## src/rtl/lte_dw_dfe_xant_deframer_if.sv

```systemverilog
// rtl/lte_dw_dfe_xant_deframer_if.sv - word-stream input and tagged-sample output bundle of the x-ant deframer
interface lte_dw_dfe_xant_deframer_if #(
  parameter int CNT_W = 16
);
  logic [1:0]       i_mod_sel;
  logic             i_fram;
  logic             i_xant;
  logic [15:0]      i_data;
  logic             o_vld;
  logic             o_sof;
  logic [2:0]       o_ant_idx;
  logic [31:0]      o_iq;
  logic             o_locked;
  logic             o_err_pulse;
  logic [CNT_W-1:0] o_err_cnt;

  modport master (
    output i_mod_sel, i_fram, i_xant, i_data,
    input  o_vld, o_sof, o_ant_idx, o_iq, o_locked, o_err_pulse, o_err_cnt
  );

  modport slave (
    input  i_mod_sel, i_fram, i_xant, i_data,
    output o_vld, o_sof, o_ant_idx, o_iq, o_locked, o_err_pulse, o_err_cnt
  );
endinterface

```

## src/rtl/lte_dw_dfe_xant_deframer.sv

```systemverilog
// rtl/lte_dw_dfe_xant_deframer.sv - x-ant word-stream deframer: framing check, I/Q pairing, antenna tagging
// Optional saturating framing-error counter enabled by LTE_DW_DFE_DEFRAMER_STAT_EN.
module lte_dw_dfe_xant_deframer #(
  parameter int NUM_ANT = 8,
  parameter int CNT_W   = 16
) (
  input  logic                          sys_clk_491p52,
  input  logic                          sys_rst_491p52,
  lte_dw_dfe_xant_deframer_if.slave     bus
);

  typedef enum logic {HUNT, RUN} state_t;

  localparam logic [2:0] AC_LAST = 3'(NUM_ANT - 1);

  state_t      state;
  state_t      state_nxt;
  logic [4:0]  wc;
  logic [2:0]  ac;
  logic        g_long;
  logic [15:0] i_word;
  logic        vld;
  logic        sof;
  logic [2:0]  ant_idx;
  logic [31:0] iq;
  logic        err_pulse;

  logic [4:0]  wc_last;
  logic        at_frame_start;
  logic        at_group_end;
  logic        acquire;
  logic        err_det;
  logic        pair_out;

  assign wc_last        = g_long ? 5'd31 : 5'd15;
  assign at_frame_start = (wc == 5'd0) && (ac == 3'd0);
  assign at_group_end   = (wc == wc_last);

  always_ff @(posedge sys_clk_491p52 or posedge sys_rst_491p52) begin
    if (sys_rst_491p52) begin
      state <= HUNT;
    end else begin
      state <= state_nxt;
    end
  end

  // A frame pulse where none is expected is an error but also a valid new frame start.
  always_comb begin
    state_nxt = state;
    acquire   = 1'b0;
    err_det   = 1'b0;
    pair_out  = 1'b0;
    case (state)
      HUNT: begin
        if (bus.i_fram) begin
          acquire   = 1'b1;
          state_nxt = RUN;
        end
      end
      RUN: begin
        if (at_frame_start) begin
          if (!bus.i_fram || bus.i_xant) begin
            err_det   = 1'b1;
            state_nxt = HUNT;
          end else begin
            acquire = 1'b1;
          end
        end else if (bus.i_fram) begin
          err_det = 1'b1;
          acquire = 1'b1;
        end else if (bus.i_xant != at_group_end) begin
          err_det   = 1'b1;
          state_nxt = HUNT;
        end else begin
          pair_out = wc[0];
        end
      end
      default: state_nxt = HUNT;
    endcase
  end

  always_ff @(posedge sys_clk_491p52 or posedge sys_rst_491p52) begin
    if (sys_rst_491p52) begin
      wc        <= 5'd0;
      ac        <= 3'd0;
      g_long    <= 1'b0;
      i_word    <= 16'd0;
      vld       <= 1'b0;
      sof       <= 1'b0;
      ant_idx   <= 3'd0;
      iq        <= 32'd0;
      err_pulse <= 1'b0;
    end else begin
      vld       <= 1'b0;
      sof       <= 1'b0;
      err_pulse <= err_det;
      if (acquire) begin
        wc     <= 5'd1;
        ac     <= 3'd0;
        i_word <= bus.i_data;
        g_long <= (bus.i_mod_sel == 2'd1) || (bus.i_mod_sel == 2'd2);
      end else if ((state == RUN) && !err_det) begin
        if (!wc[0]) begin
          i_word <= bus.i_data;
        end
        if (pair_out) begin
          vld     <= 1'b1;
          sof     <= (wc == 5'd1) && (ac == 3'd0);
          iq      <= {i_word, bus.i_data};
          ant_idx <= ac;
        end
        if (at_group_end) begin
          wc <= 5'd0;
          ac <= (ac == AC_LAST) ? 3'd0 : ac + 3'd1;
        end else begin
          wc <= wc + 5'd1;
        end
      end
    end
  end

  assign bus.o_vld       = vld;
  assign bus.o_sof       = sof;
  assign bus.o_ant_idx   = ant_idx;
  assign bus.o_iq        = iq;
  assign bus.o_locked    = (state == RUN);
  assign bus.o_err_pulse = err_pulse;

`ifdef LTE_DW_DFE_DEFRAMER_STAT_EN
  logic [CNT_W-1:0] err_cnt;

  always_ff @(posedge sys_clk_491p52 or posedge sys_rst_491p52) begin
    if (sys_rst_491p52) begin
      err_cnt <= '0;
    end else if (err_det && (err_cnt != {CNT_W{1'b1}})) begin
      err_cnt <= err_cnt + CNT_W'(1);
    end
  end

  assign bus.o_err_cnt = err_cnt;
`else
  assign bus.o_err_cnt = '0;
`endif

endmodule

```

## src/flat_wrapper.sv

```systemverilog
// flat-port wrapper written by rule: the top's interface ports become plain ports
module lte_dw_dfe_xant_deframer_flat 
#(
  parameter int NUM_ANT = 8,
  parameter int CNT_W   = 16
)
  (sys_clk_491p52, sys_rst_491p52, bus_i_mod_sel, bus_i_fram, bus_i_xant, bus_i_data, bus_o_vld, bus_o_sof, bus_o_ant_idx, bus_o_iq, bus_o_locked, bus_o_err_pulse, bus_o_err_cnt);
  lte_dw_dfe_xant_deframer_if #(.CNT_W(CNT_W)) bus_i ();
  input  logic sys_clk_491p52;
  input  logic sys_rst_491p52;
  input wire logic [$bits(bus_i.i_mod_sel)-1:0] bus_i_mod_sel;
  input wire logic [$bits(bus_i.i_fram)-1:0] bus_i_fram;
  input wire logic [$bits(bus_i.i_xant)-1:0] bus_i_xant;
  input wire logic [$bits(bus_i.i_data)-1:0] bus_i_data;
  output wire logic [$bits(bus_i.o_vld)-1:0] bus_o_vld;
  output wire logic [$bits(bus_i.o_sof)-1:0] bus_o_sof;
  output wire logic [$bits(bus_i.o_ant_idx)-1:0] bus_o_ant_idx;
  output wire logic [$bits(bus_i.o_iq)-1:0] bus_o_iq;
  output wire logic [$bits(bus_i.o_locked)-1:0] bus_o_locked;
  output wire logic [$bits(bus_i.o_err_pulse)-1:0] bus_o_err_pulse;
  output wire logic [$bits(bus_i.o_err_cnt)-1:0] bus_o_err_cnt;
  assign bus_i.i_mod_sel = bus_i_mod_sel;
  assign bus_i.i_fram = bus_i_fram;
  assign bus_i.i_xant = bus_i_xant;
  assign bus_i.i_data = bus_i_data;
  assign bus_o_vld = bus_i.o_vld;
  assign bus_o_sof = bus_i.o_sof;
  assign bus_o_ant_idx = bus_i.o_ant_idx;
  assign bus_o_iq = bus_i.o_iq;
  assign bus_o_locked = bus_i.o_locked;
  assign bus_o_err_pulse = bus_i.o_err_pulse;
  assign bus_o_err_cnt = bus_i.o_err_cnt;
  lte_dw_dfe_xant_deframer #(.NUM_ANT(NUM_ANT), .CNT_W(CNT_W)) u_core (.sys_clk_491p52(sys_clk_491p52), .sys_rst_491p52(sys_rst_491p52), .bus(bus_i));
endmodule
```

## config.mk

```make
export PLATFORM = sky130hd
export DESIGN_NAME = lte_dw_dfe_xant_deframer_flat
export DESIGN_NICKNAME = d
export VERILOG_FILES = /design/src/rtl/lte_dw_dfe_xant_deframer_if.sv /design/src/rtl/lte_dw_dfe_xant_deframer.sv /design/src/flat_wrapper.sv
export SDC_FILE = /design/constraint.sdc
export NUM_CORES = 1
export LEC_CHECK = 0
export CAP_MARGIN = 0
export CORE_ASPECT_RATIO = 1.2
export CORE_MARGIN = 5
export CORE_UTILIZATION = 40
export CTS_BUF_LIST = sky130_fd_sc_hd__clkbuf_8
export CTS_CLUSTER_SIZE = 12
export DETAILED_ROUTE_END_ITERATION = 16
export HOLD_SLACK_MARGIN = 0.02
export PLACE_DENSITY = 0.79
export REMOVE_ABC_BUFFERS = 1
export SYNTH_ARGS = -nofsm -noshare
export SYNTH_HDL_FRONTEND = slang
export SYNTH_SLANG_ARGS = --single-unit
```

## constraint.sdc

```tcl
create_clock -name sys_clk_491p52 -period 3 [get_ports sys_clk_491p52]
set_input_delay 0.6 -clock sys_clk_491p52 [delete_from_list [all_inputs] [get_ports sys_clk_491p52]]
set_output_delay 0.6 -clock sys_clk_491p52 [all_outputs]
set_load 0.01 [all_outputs]
```

# After elaboration in Yosys (flattened, before gate mapping)
# Cells that the tools add are included.
[totals]
reg_bits = 64
in_bits = 22
out_inout_bits = 55
word_cells = 69
[classes]
add_sub_neg = 2
n_eq_ne = 7
mux = 34
bitwise = 2
n_reduce_logical = 14
[ops]
columns = ["op", "count"]
rows = [
  ["16-bit two-way mux", 3],
  ["1-bit two-way mux", 21],
  ["5-bit two-way mux", 4],
  ["3-bit two-way mux", 4],
  ["5-bit by 1-bit adder with 5-bit output (second input constant)", 1],
  ["5-bit by 1-bit equality test with 1-bit output (second input constant)", 1],
  ["5-bit equality test", 1],
  ["5-bit logical NOT", 1],
  ["1-bit case mux with 2 select lines", 2],
  ["2-bit AND reduction", 2],
  ["2-bit nonzero test", 2],
  ["3-bit by 1-bit adder with 3-bit output (second input constant)", 1],
  ["3-bit equality test (second input constant)", 1],
  ["1-bit logical AND", 3],
  ["3-bit logical NOT", 1],
  ["3-bit AND reduction", 1],
  ["2-bit by 1-bit equality test with 1-bit output (second input constant)", 1],
  ["2-bit equality test (second input constant)", 1],
  ["1-bit logical NOT", 2],
  ["1-bit logical OR", 2],
  ["2-bit inequality test (second input constant)", 1],
  ["1-bit inverter", 2],
  ["1-bit inequality test", 1],
]

# Logic depth before layout (Yosys ltp)
# Gate-level depths: netlist (run 1).
[logic_depth]
ltp_word = 11
depth_mapped = 9
mapped_depth_nobuf = 7

# Worst setup path after synthesis (run 1)
# Ideal clock, no wire load.
[synth_timing]
path_kind = "register to register"
start = "register u_core.wc[0]"
end = "register u_core.iq[10] (netlist: u_core.bus.o_iq[10])"
setup_time_ps = 125
arrival_ps = 2166
required_ps = 2875
path_slack_ps = 710
path_stages_with_launch = 9
path_buffers = 1
period_less_slack_ps = 2290
path_cell_list = "dfrtp_1 > inv_1 > ha_1 > and4bb_2 > nand2_1 > nand2_1 > nor4_4 > buf_6 > mux2_2"
[synth_via]
elab_chain_cells = 9
elab_cells_between_ends = 18
cone_classes = "2 x eq/ne; 10 x mux; 1 x bitwise; 5 x reduce/logical"
[synth_lines]
columns = ["item", "line", "source"]
rows = [
  ["start: declaration", "lte_dw_dfe_xant_deframer.sv:18", "logic [4:0] wc;"],
  ["start signal: assignment", "lte_dw_dfe_xant_deframer.sv:116", "wc <= wc + 5'd1;"],
  ["5-bit equality test", "lte_dw_dfe_xant_deframer.sv:37", "assign at_group_end = (wc == wc_last);"],
  ["1-bit inequality test", "lte_dw_dfe_xant_deframer.sv:71", "end else if (bus.i_xant != at_group_end) begin"],
  ["1-bit two-way mux", "lte_dw_dfe_xant_deframer.sv:71", ""],
  ["1-bit two-way mux", "lte_dw_dfe_xant_deframer.sv:68", "end else if (bus.i_fram) begin"],
  ["1-bit two-way mux", "lte_dw_dfe_xant_deframer.sv:61", "if (at_frame_start) begin"],
  ["1-bit two-way mux", "lte_dw_dfe_xant_deframer.sv:53", "case (state)"],
  ["1-bit logical NOT", "lte_dw_dfe_xant_deframer.sv:102", "end else if ((state == RUN) && !err_det) begin"],
  ["1-bit logical AND", "lte_dw_dfe_xant_deframer.sv:102", ""],
  ["3-bit AND reduction (no line) (*)", "--", ""],
  ["end signal: assignment", "lte_dw_dfe_xant_deframer.sv:109", "iq <= {i_word, bus.i_data};"],
  ["end: declaration", "lte_dw_dfe_xant_deframer.sv:25", "logic [31:0] iq;"],
]
# Mark *: on every way between the ends. The rest lies on a longest branch, timed or not.
# A chain may end at the register's enable or synchronous reset.

# Worst setup path in the final report (run 1)
[layout_timing]
start = "register u_core.wc[0]"
end = "register u_core.i_word[6]"
[layout_via]
elab_chain_cells = 10
elab_cells_between_ends = 16
cone_classes = "3 x eq/ne; 7 x mux; 6 x reduce/logical"
[layout_lines]
columns = ["item", "line", "source"]
rows = [
  ["5-bit equality test", "lte_dw_dfe_xant_deframer.sv:37", ""],
  ["1-bit inequality test", "lte_dw_dfe_xant_deframer.sv:71", ""],
  ["1-bit two-way mux", "lte_dw_dfe_xant_deframer.sv:71", ""],
  ["1-bit two-way mux", "lte_dw_dfe_xant_deframer.sv:68", ""],
  ["1-bit two-way mux", "lte_dw_dfe_xant_deframer.sv:61", ""],
  ["1-bit two-way mux", "lte_dw_dfe_xant_deframer.sv:53", ""],
  ["1-bit logical NOT", "lte_dw_dfe_xant_deframer.sv:102", ""],
  ["1-bit logical AND", "lte_dw_dfe_xant_deframer.sv:102", ""],
  ["2-bit nonzero test (no line)", "--", ""],
  ["2-bit AND reduction (no line)", "--", ""],
  ["end signal: assignment", "lte_dw_dfe_xant_deframer.sv:100", "i_word <= bus.i_data;"],
  ["end signal: assignment", "lte_dw_dfe_xant_deframer.sv:104", "i_word <= bus.i_data;"],
  ["end: declaration", "lte_dw_dfe_xant_deframer.sv:21", "logic [15:0] i_word;"],
]
# Parallel ways exist; a longest one is shown, timed or not.

==> results of run 1 <==
per-layer routing:
layer | GRT usage, % | wire [µm]
met1 | 17.09 | 2240
met3 | 4.077 | 384
met2 | 20.69 | 2745
met5 | 0 | 0
met4 | 5.667 | 78
placed cells by master, fill, tap and decap left out, types with 2 or more instances in the layout:
master,count
dfrtp_1,64
clkdlybuf4s50_1,60
mux2_2,49
conb_1,16
clkbuf_8,12
nand2_1,11
inv_1,10
nor2_1,7
ha_1,6
o21ai_0,5
buf_4,5
mux2_1,3
and4bb_2,2
a31oi_1,2
and3_1,2
xnor2_1,2
nor3_1,2
o211ai_1,2
o31ai_1,2
bufinv_16,2
per-stage QoR:
stage	cell area (µm²)	setup slack (ns)	util [%]	power (mW)
3_3_place_gp	3512	0.3720	50.93	2.467
4_1_cts	3745	0.3851	54.31	3.357
2_1_floorplan	2745	0.09027	-	1.874
5_1_grt	3745	0.1940	54.31	3.511
3_5_place_dp	3512	0.3047	50.93	2.512
6_report	3745	0.4257	54.31	3.302
power by group through the flow:
stage	Clock, mW	Sequential (mW)	Combinational [mW]
global route	0.901	1.37	1.24
CTS	0.855	1.33	1.18
detailed placement	0	1.34	1.17
finish	0.831	1.32	1.15
floorplan	0	1.42	0.452
global placement	0	1.32	1.15
flip-flops by register name (all words and copies together) (netlist names):
signal and count:
u_core.bus.o_err_pulse 1, u_core.bus.o_locked 1, u_core.g_long 1, u_core.bus.o_sof 1
u_core.bus.o_iq 32, u_core.bus.o_ant_idx 3, u_core.wc 5, u_core.i_word 16
u_core.bus.o_vld 1, u_core.ac 3
critical path: stages, from the launching register on:
cell	delay [ns]
dfrtp_1	0.45
inv_1	0.17
ha_1	0.16
and4bb_2	0.22
nand2_1	0.15
o21ai_2	0.40
o31a_1	0.36
buf_4	0.22
mux2_2	0.34
area by class of cell:
class,count,area [µm²]
clock buffers,12,165.2
multi-input cells,133,1110
inverters,9,33.78
fillers,570,3151
flip-flops and latches,64,1602
well taps,87,108.9
repair buffers,66,658.1
clock inverters,4,67.56
cells by family (layout without fill, tap and decap cells):
logic type               count (synthesis)  count (layout)  synth area share [%]
other                                    1              16                0.1310
adder cells (fa/ha/maj)                  6               6                 2.622
multiplexers                            53              53                 20.80
buffers and inverters                   32              91                 7.255
XOR/XNOR                                 3               3                0.9180
AND/OR/NAND/NOR                         33              33                 6.863
flip-flops                              64              64                 55.94
AO/OA/AOI/OAI                           22              22                 5.463
worst paths after layout:
check,start,end
setup / recovery,u_core.wc[0],u_core.i_word[6]
hold / removal,u_core.i_word[4],u_core.bus.o_iq[20]
setup reg to reg,u_core.wc[0],u_core.i_word[6]
hold reg to reg,u_core.i_word[4],u_core.bus.o_iq[20]
max in group asynchronous,sys_rst_491p52,u_core.i_word[5]
min in group asynchronous,sys_rst_491p52,u_core.i_word[9]
synth_stat cells (2+ instances only):
cell type / n / area (µm²)
nor3_1: 2 / 10.01
mux2_2: 49 / 551.8
buf_4: 17 / 127.6
inv_1: 9 / 33.78
buf_6: 3 / 33.78
dfrtp_1: 64 / 1602
mux2_1: 3 / 33.78
ha_1: 6 / 75.07
xnor2_1: 2 / 17.52
nor2_1: 7 / 26.28
nand2_1: 11 / 41.29
o31ai_1: 2 / 15.01
and4bb_2: 2 / 25.02
o21ai_0: 5 / 25.02
a31oi_1: 2 / 12.51
and3_1: 2 / 12.51
o211ai_1: 2 / 15.01
==> flow_summary.toml, run 1 <==
[status]
status = "completed"

[setup_path]
path_max_fanout = 10
worst_setup_path_end_kind = "register"
reg2reg_setup_slack_ns = 0.43
critPathLaunchType = "register"
r2r_cells = 8
cp.arrival_ns = 2.78
critical_path_class = "reg -> reg"
required_ns = 3.21

[synthesis]
syn-cell-area_um2 = 2863
synth.yosys.seq_area_share_pct = 55.94
synth-seq-cells = 64
ys_warn_count = 0
async_flop_share_pct = 100.0
synth_ff_type = "dfrtp_1"
synth_cell_types = 43
synthCells = 214
synth_edf_count = 0
syn_avg_cell_area_um2 = 13.38

[grt]
grt_pass1_vias = 1884
grt_max_degree = 37
grt.total_usage_pct = 13.25
grt_first_pass_wirelength_mm = 9.287
antenna_found_initial = 0
grt_overflow = 0

[hold_path]
hp-class = "reg -> reg"
hold_depth = 1

[power_and_ir_drop]
internal_power_mw = 2.395
p_leak_nw = 1.625
pwr-share-clk_pct = 25.2
p_seq_share_pct = 40.0
ir_drop_uv = 489.5
p_sw_share_pct = 27.47
switchingPower_uw = 907.1
combPwrFrac_pct = 34.9
p_per_area_nw_per_um2 = 881.7

[timing]
setup_viol = 0
fin_crit_ns = 2.574
fin_crit_sh_pct = 85.81
finClkSkew_ns = 0.005835
hold_viol_final = 0
max_freq_mhz = 388.5
setup_tns_ns = 0
slew_headroom_pct = 59.07
holdWs_ns = 0.4838
drv_slew = 0
rsz0062_at_grt = "no"
tightest_slew_ns = 0.6130

[cts]
cts_hold_buf = 0
cts_tree = "done"
post_cts.repair.setup_buffers = 0
cts_resized = 0
insertion_delay_ns = 0.32
ctsRootBufferMaster = "clkbuf_8"
cts.clk_slew.worst_paths_ns = 0.07
clock_path_buffers = 2
h-tree-depth = 3
clock_sinks = 64
cts_made_buffers = 9

[final_layout]
stdcell_count = 375
drive_gt1_share_pct = 26.39
fin_nets = 311
syn_to_final_growth_pct = 30.81
antenna_cells = 0

[detailed_routing]
postRouteAntennaNets = 0
drt-total-wl_mm = 5.448
first_pass_iters = 4
wl_per_cell_um = 14.53
drt-initial-drc-count = 69
vias = 1787
drc = 0
viasPerCell = 4.765

[floorplan]
chipHeight_um = 102.7
rows = 33
dieArea_um2 = 8955
start_util_pct = 41.52
core-area_um2 = 6895
dieWidth_um = 87.23
ioPinCount = 77

[placement]
place.gp.congestion = 0.7693
place_hpwl_mm = 4.108
port_buffers = 60
place_inst = 359

[job]
drv_cap = 0
Power figures use the tool's default switching activity.
==> run 2, diff against run 1 <==
--- a/config.mk
+++ b/config.mk
@@ -8,12 +8,11 @@
 export CAP_MARGIN = 0
 export CORE_ASPECT_RATIO = 1.2
 export CORE_MARGIN = 5
-export CORE_UTILIZATION = 40
-export CTS_BUF_LIST = sky130_fd_sc_hd__clkbuf_8
+export CORE_UTILIZATION = 38
 export CTS_CLUSTER_SIZE = 12
 export DETAILED_ROUTE_END_ITERATION = 16
 export HOLD_SLACK_MARGIN = 0.02
-export PLACE_DENSITY = 0.79
+export PLACE_DENSITY = 0.76
 export REMOVE_ABC_BUFFERS = 1
 export SYNTH_ARGS = -nofsm -noshare
 export SYNTH_HDL_FRONTEND = slang
==> run 2 against run 1 <==
Compared with the run above:
- clock power down 16%
- combinational power about the same
- first-iteration DRC count fell by 58%
- hold slack lost 0.0010 ns
==> flow_summary.toml, run 2 (synthesis results as in run 1) <==
[final_layout]
drive_gt1_share_pct = 27.08
largest_reg_flops = 32
fillers = 635
syn_to_final_growth_pct = 29.33
antenna_cells = 0
multi_input_area_um2 = 1110
final_common_cell = "dfrtp_1"
regArea_um2 = 1602
final_cell_mix = "dfrtp_1, clkdlybuf4s50_1, mux2_2"
fin_nets = 312

[setup_path]
r2r_end = "u_core.bus.o_iq[7]"
crit_slowest_cell = "dfrtp_1"
critPathLaunchType = "register"
critPathCapture = "u_core.bus.o_iq[7]"
timing.rr.start = "u_core.wc[0]"
reg2reg_setup_slack_ns = 0.60
crit_top_cell = "nand2_1"
worst_setup_path_end_kind = "register"
crit_start = "u_core.wc[0]"
cp.arrival_ns = 2.61
worstPathCellList = "inv_1 > ha_1 > and4bb_2 > nand2_1 > nand2_1 > nor4_4 > buf_4 > mux2_2"
critical_path_class = "reg -> reg"
required_ns = 3.21
slowest_delay_ns = 0.46
path_max_fanout = 23
r2r_cells = 8

[status]
status = "completed"

[grt]
grt_first_pass_wirelength_mm = 9.197
grt.total_usage_pct = 12.45
grt_max_degree = 25
grt_pass1_vias = 1892
grt_overflow = 0
antenna_found_initial = 0

[cts]
cts.clk_slew.worst_paths_ns = 0.07
cts_tree = "done"
cts_resized = 0
ctsRootBufferMaster = "clkbuf_8"
clock_sinks = 64
insertion_delay_ns = 0.33
clock_path_buffers = 2
cts_made_buffers = 9
cts_hold_buf = 0
post_cts.repair.setup_buffers = 0
h-tree-depth = 3

[detailed_routing]
postRouteAntennaNets = 0
first_pass_iters = 4
wl_per_cell_um = 14.64
drt-initial-drc-count = 29
viasPerCell = 4.828
drc = 0
vias = 1825
drt-total-wl_mm = 5.534

[floorplan]
dieArea_um2 = 9377
rows = 34
start_util_pct = 39.12
dieWidth_um = 89.24
chipHeight_um = 105.1
ioPinCount = 77
core-area_um2 = 7317

[timing]
holdWs_ns = 0.4828
setup_viol = 0
rsz0062_at_grt = "no"
fin_crit_ns = 2.398
hold_viol_final = 0
max_freq_mhz = 416.9
fin_crit_sh_pct = 79.95
setup_tns_ns = 0
drv_slew = 0
finClkSkew_ns = 0.007769

[hold_path]
hold_depth = 1
hp-class = "reg -> reg"

[placement]
place_hpwl_mm = 4.056
port_buffers = 60
place.gp.congestion = 0.8097

[power_and_ir_drop]
ir_drop_uv = 419.7
p_per_area_nw_per_um2 = 852.7
p_leak_nw = 1.597

[job]
drv_cap = 0
run 2: layer usage:
metal | routed length, µm | vias to the layer above | GRT usage (%)
li1 | - | 863 | -
met1 | 2449 | 902 | 16.55
met2 | 2637 | 54 | 19.18
met3 | 385 | 6 | 3.622
met4 | 61 | 0 | 4.468
met5 | 0 | - | 0
run 2: worst min-delay path by stage:
stage                                  start             endpoint  slack (ns)
after detailed placement    u_core.i_word[4]  u_core.bus.o_iq[20]        0.47
after floorplan             u_core.i_word[4]  u_core.bus.o_iq[20]        0.46
after CTS                   u_core.i_word[4]  u_core.bus.o_iq[20]        0.48
final                       u_core.i_word[4]  u_core.bus.o_iq[20]        0.48
after global routing      u_core.bus.o_iq[9]   u_core.bus.o_iq[9]        0.49
after global placement    u_core.bus.o_iq[4]   u_core.bus.o_iq[4]        0.47
run 2: worst max-delay path, delay by kind of cell, from the launching register on:
kind          cells  cell delay (ns)
mux               1             0.37
fa+ha+maj         1             0.22
simple gates      4             0.72
buf+inv           2             0.50
flops             1             0.46
run 2: power breakdown:
group | internal, mW | switching, mW
Sequential | 1.16 | 0.156
Combinational | 0.702 | 0.446
Clock | 0.384 | 0.309
Total | 2.25 | 0.911
run 2: per-stage QoR:
step / area [µm²] / util (%) / power, mW / cells / worst slack [ns]
5_1_grt: 3702 / 50.60 / 3.365 / 378 / 0.3902
2_1_floorplan: 2745 / - / 1.874 / 206 / 0.09027
3_3_place_gp: 3511 / 47.98 / 2.466 / 363 / 0.4901
4_1_cts: 3702 / 50.60 / 3.204 / 378 / 0.5866
3_5_place_dp: 3511 / 47.98 / 2.505 / 363 / 0.4624
6_report: 3702 / 50.60 / 3.157 / 378 / 0.6016
run 2: area by class of cell:
class                           instances  area share, %
Inverter                                9         0.9125
Tap cell                               90          3.042
Multi-Input combinational cell        133          29.98
Clock buffer                           13          4.833
Clock inverter                          2         0.3380
Sequential cell                        64          43.26
Timing Repair Buffer                   67          17.64
==> run 3, diff against run 2 <==
==> constraint.sdc (replaced) <==
create_clock -name sys_clk_491p52 -period 2.3 [get_ports sys_clk_491p52]
set_input_delay 0.46 -clock sys_clk_491p52 [delete_from_list [all_inputs] [get_ports sys_clk_491p52]]
set_output_delay 0.46 -clock sys_clk_491p52 [all_outputs]
set_load 0.01 [all_outputs]
==> run 3 against run 2 <==
Compared with the run above:
- sequential cell count unchanged
- maximum frequency increased by 13%
- non-clock buffer count increased by 8
- core utilization increased by 1.5 points
- die area unchanged
- global-route usage increased by 0.35 points
- critical path type unchanged
- critical endpoint is now u_core.i_word[10]
==> flow_summary.toml, run 3 (synthesis results as in run 1) <==
[placement]
place_hpwl_mm = 4.225
place.gp.congestion = 0.8153
port_buffers = 60
place_inst = 371

[detailed_routing]
postRouteAntennaNets = 0
vias = 1869
wl_per_cell_um = 14.60
drt-total-wl_mm = 5.636
first_pass_iters = 4
viasPerCell = 4.842
drc = 0
drt-initial-drc-count = 34

[grt]
antenna_found_initial = 0
grt_overflow = 0
grt_first_pass_wirelength_mm = 9.321
grt_max_degree = 33
grt.total_usage_pct = 12.80
grt_pass1_vias = 1980

[floorplan]
chipHeight_um = 105.1
core-area_um2 = 7317
dieArea_um2 = 9377
rows = 34
ioPinCount = 77
dieWidth_um = 89.24
start_util_pct = 39.12

[timing]
finClkSkew_ns = 0.007082
setup_viol = 0
setup_tns_ns = 0
rsz0062_at_grt = "no"
max_freq_mhz = 470.3
fin_crit_sh_pct = 92.45
drv_slew = 0
hold_viol_final = 0
fin_crit_ns = 2.126

[setup_path]
worst_setup_path_end_kind = "register"
path_max_fanout = 9
worstPathCellList = "ha_2 > nand3_2 > or3_1 > nand2_2 > o31a_1 > buf_4 > mux2_2"
critPathLaunchType = "register"
cp.arrival_ns = 2.34
required_ns = 2.51
crit_slowest_cell = "or3_1"
critical_path_class = "reg -> reg"
slowest_delay_ns = 0.42

[power_and_ir_drop]
p_per_area_nw_per_um2 = 1134
p_leak_nw = 1.650
ir_drop_uv = 576.5

[cts]
post_cts.repair.setup_buffers = 0
clock_path_buffers = 2
cts_made_buffers = 9
cts.clk_slew.worst_paths_ns = 0.07
h-tree-depth = 3
clock_sinks = 64
insertion_delay_ns = 0.33
cts_tree = "done"
ctsRootBufferMaster = "clkbuf_8"

[status]
status = "completed"

[final_layout]
drive_gt1_share_pct = 29.73
final_common_cell = "dfrtp_1"
syn_to_final_growth_pct = 33.22
fin_nets = 320
fillers = 624
final_cell_mix = "dfrtp_1, clkdlybuf4s50_1, mux2_2"
antenna_cells = 0
largest_reg_flops = 32
stdcell_count = 386

[hold_path]
hp-class = "in -> async"

[job]
drv_cap = 0
run 3: cell count changes in the layout (fill, tap and decap cells not counted), sizes merged:
cell / change
clkbuf: -3
bufinv: +2
clkinv: +1
buf: +8
run 3: what timing repair did:
item,4_1_cts,5_1_grt
resized for setup,0,5
endpoints found under the setup margin,0,46
hold buffers,0,0
run 3: worst paths after layout:
kind,from,to,slack [ns],cells after the start
max in group asynchronous,sys_rst_491p52,u_core.wc[0],1.42,3
hold reg to reg,u_core.bus.o_iq[9],u_core.bus.o_iq[9],0.50,1
min in group sys_clk_491p52,u_core.bus.o_iq[9],u_core.bus.o_iq[9],0.50,1
setup / recovery,u_core.wc[1],u_core.i_word[10],0.17,7
hold / removal,sys_rst_491p52,u_core.i_word[3],0.47,3
setup reg to reg,u_core.wc[1],u_core.i_word[10],0.17,7
run 3: layer usage:
metal / routed length [µm] / track usage (%) / part of all wire [%]
met4: 80 / 5.319 / 1.4
met5: 0 / 0 / 0
met2: 2719 / 20.50 / 48
met1: 2436 / 16.34 / 43
met3: 399 / 3.071 / 7.1
run 3: area by class of cell:
cell class | instances | area, µm² | area share [%]
well taps | 90 | 112.6 | 2.953
multi-input cells | 133 | 1112 | 29.17
flip-flops and latches | 64 | 1603 | 42.03
clock buffers | 10 | 137.6 | 3.609
clock inverters | 5 | 81.33 | 2.133
inverters | 9 | 33.78 | 0.8858
repair buffers | 75 | 733.2 | 19.23
run 3: power breakdown:
part / internal, mW / total (mW) / switching (mW)
sequential: 1.51 / 1.72 / 0.204
clock: 0.633 / 1.05 / 0.412
combinational: 0.957 / 1.56 / 0.604
run 3: worst max-delay path, delay by kind of cell (launching register included):
kind | cells | cell delay (ns)
and+or+nand+nor | 3 | 0.66
DFF | 1 | 0.39
muxes | 1 | 0.35
adders and majority gates | 1 | 0.22
buffers and inverters | 1 | 0.20
AOI/OAI and AO/OA | 1 | 0.19
run 3: through the flow:
stage	util (%)	setup WS [ns]	hold slack (ns)	total power [mW]	instance area, µm²
6_report	52.12	0.1736	0.4671	4.325	3814
5_1_grt	52.12	0.03256	0.4827	4.597	3814
3_5_place_dp	48.97	-0.05351	0.4887	3.325	3583
3_3_place_gp	48.97	-0.01378	0.4641	3.262	3583
4_1_cts	51.97	0.06193	0.4641	4.394	3802
2_1_floorplan	-	-0.6097	0.4585	2.444	2745
==> edit 1: new RTL, config.mk and constraints of run 2 <==
`CNT_W` is set to 16 in 3 places; all go to 32.
--- a/src/rtl/lte_dw_dfe_xant_deframer_if.sv
+++ b/src/rtl/lte_dw_dfe_xant_deframer_if.sv
@@ -1,5 +1,5 @@
 // rtl/lte_dw_dfe_xant_deframer_if.sv - word-stream input and tagged-sample output bundle of the x-ant deframer
 interface lte_dw_dfe_xant_deframer_if #(
-  parameter int CNT_W = 16
+  parameter int CNT_W = 32
 );
   logic [1:0]       i_mod_sel;
--- a/src/rtl/lte_dw_dfe_xant_deframer.sv
+++ b/src/rtl/lte_dw_dfe_xant_deframer.sv
@@ -3,5 +3,5 @@
 module lte_dw_dfe_xant_deframer #(
   parameter int NUM_ANT = 8,
-  parameter int CNT_W   = 16
+  parameter int CNT_W   = 32
 ) (
   input  logic                          sys_clk_491p52,
--- a/src/flat_wrapper.sv
+++ b/src/flat_wrapper.sv
@@ -3,5 +3,5 @@
 #(
   parameter int NUM_ANT = 8,
-  parameter int CNT_W   = 16
+  parameter int CNT_W   = 32
 )
   (sys_clk_491p52, sys_rst_491p52, bus_i_mod_sel, bus_i_fram, bus_i_xant, bus_i_data, bus_o_vld, bus_o_sof, bus_o_ant_idx, bus_o_iq, bus_o_locked, bus_o_err_pulse, bus_o_err_cnt);
Ports: changed (resized bus_o_err_cnt); port bits go from 77 to 93. The function was not compared with the original's and may differ.
==> edit 1 against run 2 <==
Total power shrank 0.23%. Cell area grew 1.4%. Wire length grew 0.90%. Core utilization shrank 1.6 points. Sequential cell count is the same. Worst setup slack lost 0.15 ns. Critical path depth is the same. Synthesized area grew 4.2%. Largest cell class unchanged.
==> edit 1: results (changes against run 2) <==
Seq/Total Area, Yosys = 53.7% (-2.3 points)
Layout non-clock buf frac = 17.3% (-0.37 points)
DR WL met2 = 2910 um (+10%)
CP Max Fanout = 16 (-30%)
met2 Resource Use GR = 20.4% (+1.2 points)
Global Route Usage Sum = 11.9% (-0.51 points)
grt met3 use = 3.02% (-0.60 points)
Critical Path End = u_core.i_word[9]
CLK BUF = 14 (+1)
DR WL met3 = 406 um (+5.5%)
Clock Skew = 0.00526 ns (-0.00251 ns)
status = finished clean
vias in the first global route = 1,977 (+4.5%)
Crit path max-delay family = compound AO/OA/AOI/OAI gates
met1 usage = 14.2% (-2.3 points)
footprint of the multi-input gates = 0.00117 mm^2 (+5.4%)
RR Endpoint = u_core.i_word[9]
first-pass GRT wire length = 9460 um (+2.8%)
via count = 1,850 (+1.4%)
synth cell count leaders = dfrtp_1, mux2_2, buf_4
Layout Nets = 324 (+3.8%)
Worst IR Drop VDD = 415 uV (-1.2%)
Die Footprint = 0.00973 mm^2 (+3.8%)
Worst EP arrival = 2.76 ns (+0.15 ns)
filler cell count = 686 (+8.0%)
Finished Layout Cells = 393 (+4.0%)
layout cells sized above 1 = 24.3% (-2.8 points)
placed instance count = 377 (+3.9%)
r2r setup slk = 0.45 ns (-0.15 ns)
top cells by area, synth = dfrtp_1, mux2_2, buf_4
pre-CTS setup slack = 0.354 ns (-0.108 ns)
RePlAce Congestion = 0.815 (+0.69%)
## edit 1: cell types whose count changed after synthesis, sizes merged
cell / run 2 / this run
buf: 22 / 38
## edit 1: report_power, final
part,total [mW],switching (mW),leakage (nW),internal (mW)
clock,0.672,0.305,0.0927,0.367
combinational,1.16,0.460,0.753,0.702
sequential,1.32,0.155,0.787,1.16
total,3.15,0.920,1.63,2.23
## edit 1: cells by family (layout without fill, tap and decap cells)
logic type	count (synthesis)	count (layout)	share of synthesized area, %
multiplexers	53	53	20.0
adder cells (fa/ha/maj)	6	6	2.52
other	1	32	0.126
AO/OA/AOI/OAI	22	22	5.24
flip-flops	64	64	53.7
XOR/XNOR	3	3	0.881
AND/OR/NAND/NOR	33	33	6.59
buffers and inverters	48	88	11.0
## edit 1: stage by stage
stage,hold WS [ns],util [%],instance area [um^2]
after floorplan,0.459,-,2810
after global placement,0.464,46.6,3570
after detailed placement,0.475,46.6,3570
after CTS,0.491,49.0,3750
after global routing,0.509,49.0,3750
final,0.491,49.0,3750
==> edit 2: new RTL, settings of run 2 <==
Without the edit above. The option `LTE_DW_DFE_DEFRAMER_STAT_EN` is turned on by a define.
--- a/src/rtl/lte_dw_dfe_xant_deframer.sv
+++ b/src/rtl/lte_dw_dfe_xant_deframer.sv
@@ -1,4 +1,6 @@
 // rtl/lte_dw_dfe_xant_deframer.sv - x-ant word-stream deframer: framing check, I/Q pairing, antenna tagging
 // Optional saturating framing-error counter enabled by LTE_DW_DFE_DEFRAMER_STAT_EN.
+`define LTE_DW_DFE_DEFRAMER_STAT_EN
+
 module lte_dw_dfe_xant_deframer #(
   parameter int NUM_ANT = 8,
Function: changed (a bounded check fails within 4 cycles, from zero or initial values and one cycle with sys_rst_491p52 high).
==> edit 2 against run 2 <==
Combinational power grew 9%. Cell area rose by 32%. Sequential power grew 22%. Wire length rose by 40%. Highest routed layer unchanged. Synthesized area rose by 27%. Sequential cell count is 16 higher. Global-route usage rose by 1.4 points. Worst hold slack improved by 0.0027 ns. Worst setup slack worse by 0.12 ns. Sequential share of layout area decreased by 2.3 points. Total power grew 29%. First-iteration DRC count grew to 3.2 times the old value. Core utilization increased by 1.3 points.
==> edit 2: results (changes against run 2) <==
wire length per cell = 15.9 um (+8.5%)
Post-CTS Setup Bufs = 0 (unchanged)
clock buffer depth = 2 (unchanged)
Clock Skew = 0.00898 ns (+0.00121 ns)
largest net degree at the start of global routing = 46 (+84%)
crit-path max cell delay = 0.49 ns (+0.03 ns)
DRT Pass-1 Iters = 4 (unchanged)
vias in the first global route = 2,610 (+38%)
post-CTS resize count = 0 (unchanged)
filler cell count = 807 (+27%)
Seq/Total Area, Yosys = 55.2% (-0.77 points)
Worst EP arrival = 2.72 ns (+0.11 ns)
Layout Nets = 391 (+25%)
pre-CTS setup slack = 0.226 ns (-0.236 ns)
Reg clk slew, reported paths = 0.06 ns
Pleak = 2.08 nW (+30%)
Via density = 5.21 (+7.8%)
status = finished clean
Unique masters post-synth = 47 (+9.3%)
dpl hpwl = 5550 um (+37%)
CP Max Fanout = 37 (+61%)
top cells by area, synth = dfrtp_1, mux2_2, mux2_4
first-pass GRT wire length = 13,000 um (+41%)
Worst IR Drop VDD = 473 uV (+13%)
dominant synthesized flop cell = dfrtp_1
Global Route Usage Sum = 13.9% (+1.4 points)
max reg flops = 32 (unchanged)
synth cell count leaders = dfrtp_1, mux2_2, nand2_1
layout cells sized above 1 = 21.3% (-5.8 points)
Clock Latency Late Sink = 0.32 ns
Ys Warns = 0 (unchanged)
antenna cells = 0 (unchanged)
RePlAce Congestion = 0.895 (+11%)
Worst-Margin Slew = 0.809 ns
initial antenna violation count = 0 (unchanged)
Worst Hold Class = reg -> reg
Crit-path slowest cell = dfrtp_1
Root Driver = clkbuf_16
port bufs = 76 (+27%)
ys async rst share = 100% (unchanged)
Starting DRT DRC Count = 93 (+220%)
H-tree levels = 3 (unchanged)
edit 2: cell types whose count changed after synthesis, sizes merged, moves of 8 or more:
cell | run 2 | this run
buf | 22 | 6
dfrtp | 64 | 80
nand3 | 1 | 9
nand4 | 0 | 10
nor3 | 2 | 10
xnor2 | 2 | 13
edit 2: report_power, final:
part           internal (mW)  switching [mW]
combinational          0.779           0.475
clock                  0.810           0.409
sequential              1.39           0.218
edit 2: final timing paths:
| kind | startpoint | endpoint | slack (ns) | depth (start not counted) |
|---|---|---|---|---|
| max | u_core.wc[0] | u_core.bus.o_iq[6] | 0.48 | 8 |
| min reg2reg | u_core.bus.o_iq[15] | u_core.bus.o_iq[15] | 0.49 | 1 |
| min | u_core.bus.o_iq[15] | u_core.bus.o_iq[15] | 0.49 | 1 |
| max reg2reg | u_core.wc[0] | u_core.bus.o_iq[6] | 0.48 | 8 |
| max in group asynchronous | sys_rst_491p52 | u_core.bus.o_vld | 1.59 | 3 |
| min in group asynchronous | sys_rst_491p52 | u_core.bus.o_iq[16] | 0.74 | 2 |
edit 2: cell type report:
| class | count | area, um^2 | area share (%) |
|---|---|---|---|
| clock buffer | 10 | 229 | 4.68 |
| tap | 123 | 154 | 3.15 |
| sequential | 80 | 2000 | 40.9 |
| inverter | 8 | 31.3 | 0.640 |
| clock inverter | 5 | 106 | 2.18 |
| timing repair buffer | 83 | 838 | 17.1 |
| multi-input combinational | 180 | 1530 | 31.3 |
edit 2: kinds of logic after synthesis:
| family | share of synthesized area (%) |
|---|---|
| adders and majority gates | 2.41 |
| AOI/OAI and AO/OA | 5.00 |
| buffers and inverters | 2.69 |
| and+or+nand+nor | 12.8 |
| muxes | 18.3 |
| xor gates and xnor gates | 3.62 |
| DFF | 55.2 |
edit 2: worst max-delay path: cells and delay by family (launching register included):
family / cells / cell delay, ns
mux: 1 / 0.37
buf+inv: 2 / 0.41
fa+ha+maj: 1 / 0.24
simple gates: 3 / 0.61
compound gates: 1 / 0.27
flops: 1 / 0.49
edit 2: per-layer routing:
layer / global-route usage [%] / part of all wire (%) / up-vias
met4: 5.46 / 1.8 / 0
met1: 18.8 / 45 / 1232
met2: 21.7 / 45 / 109
met5: 0 / 0 / -
li1: - / - / 1187
met3: 3.26 / 7.4 / 18
edit 2: stage by stage:
step           hold slack, ns  instance area, um^2  instances  util, %  total power, mW
6_report                0.485                 4890        489     51.9             4.09
5_1_grt                 0.494                 4890        489     51.9             4.31
4_1_cts                 0.490                 4890        489     51.9             4.15
3_5_place_dp            0.476                 4550        474     48.4             2.91
3_3_place_gp            0.470                 4550        474     48.4             2.87
2_1_floorplan           0.460                 3560        268        -             2.17
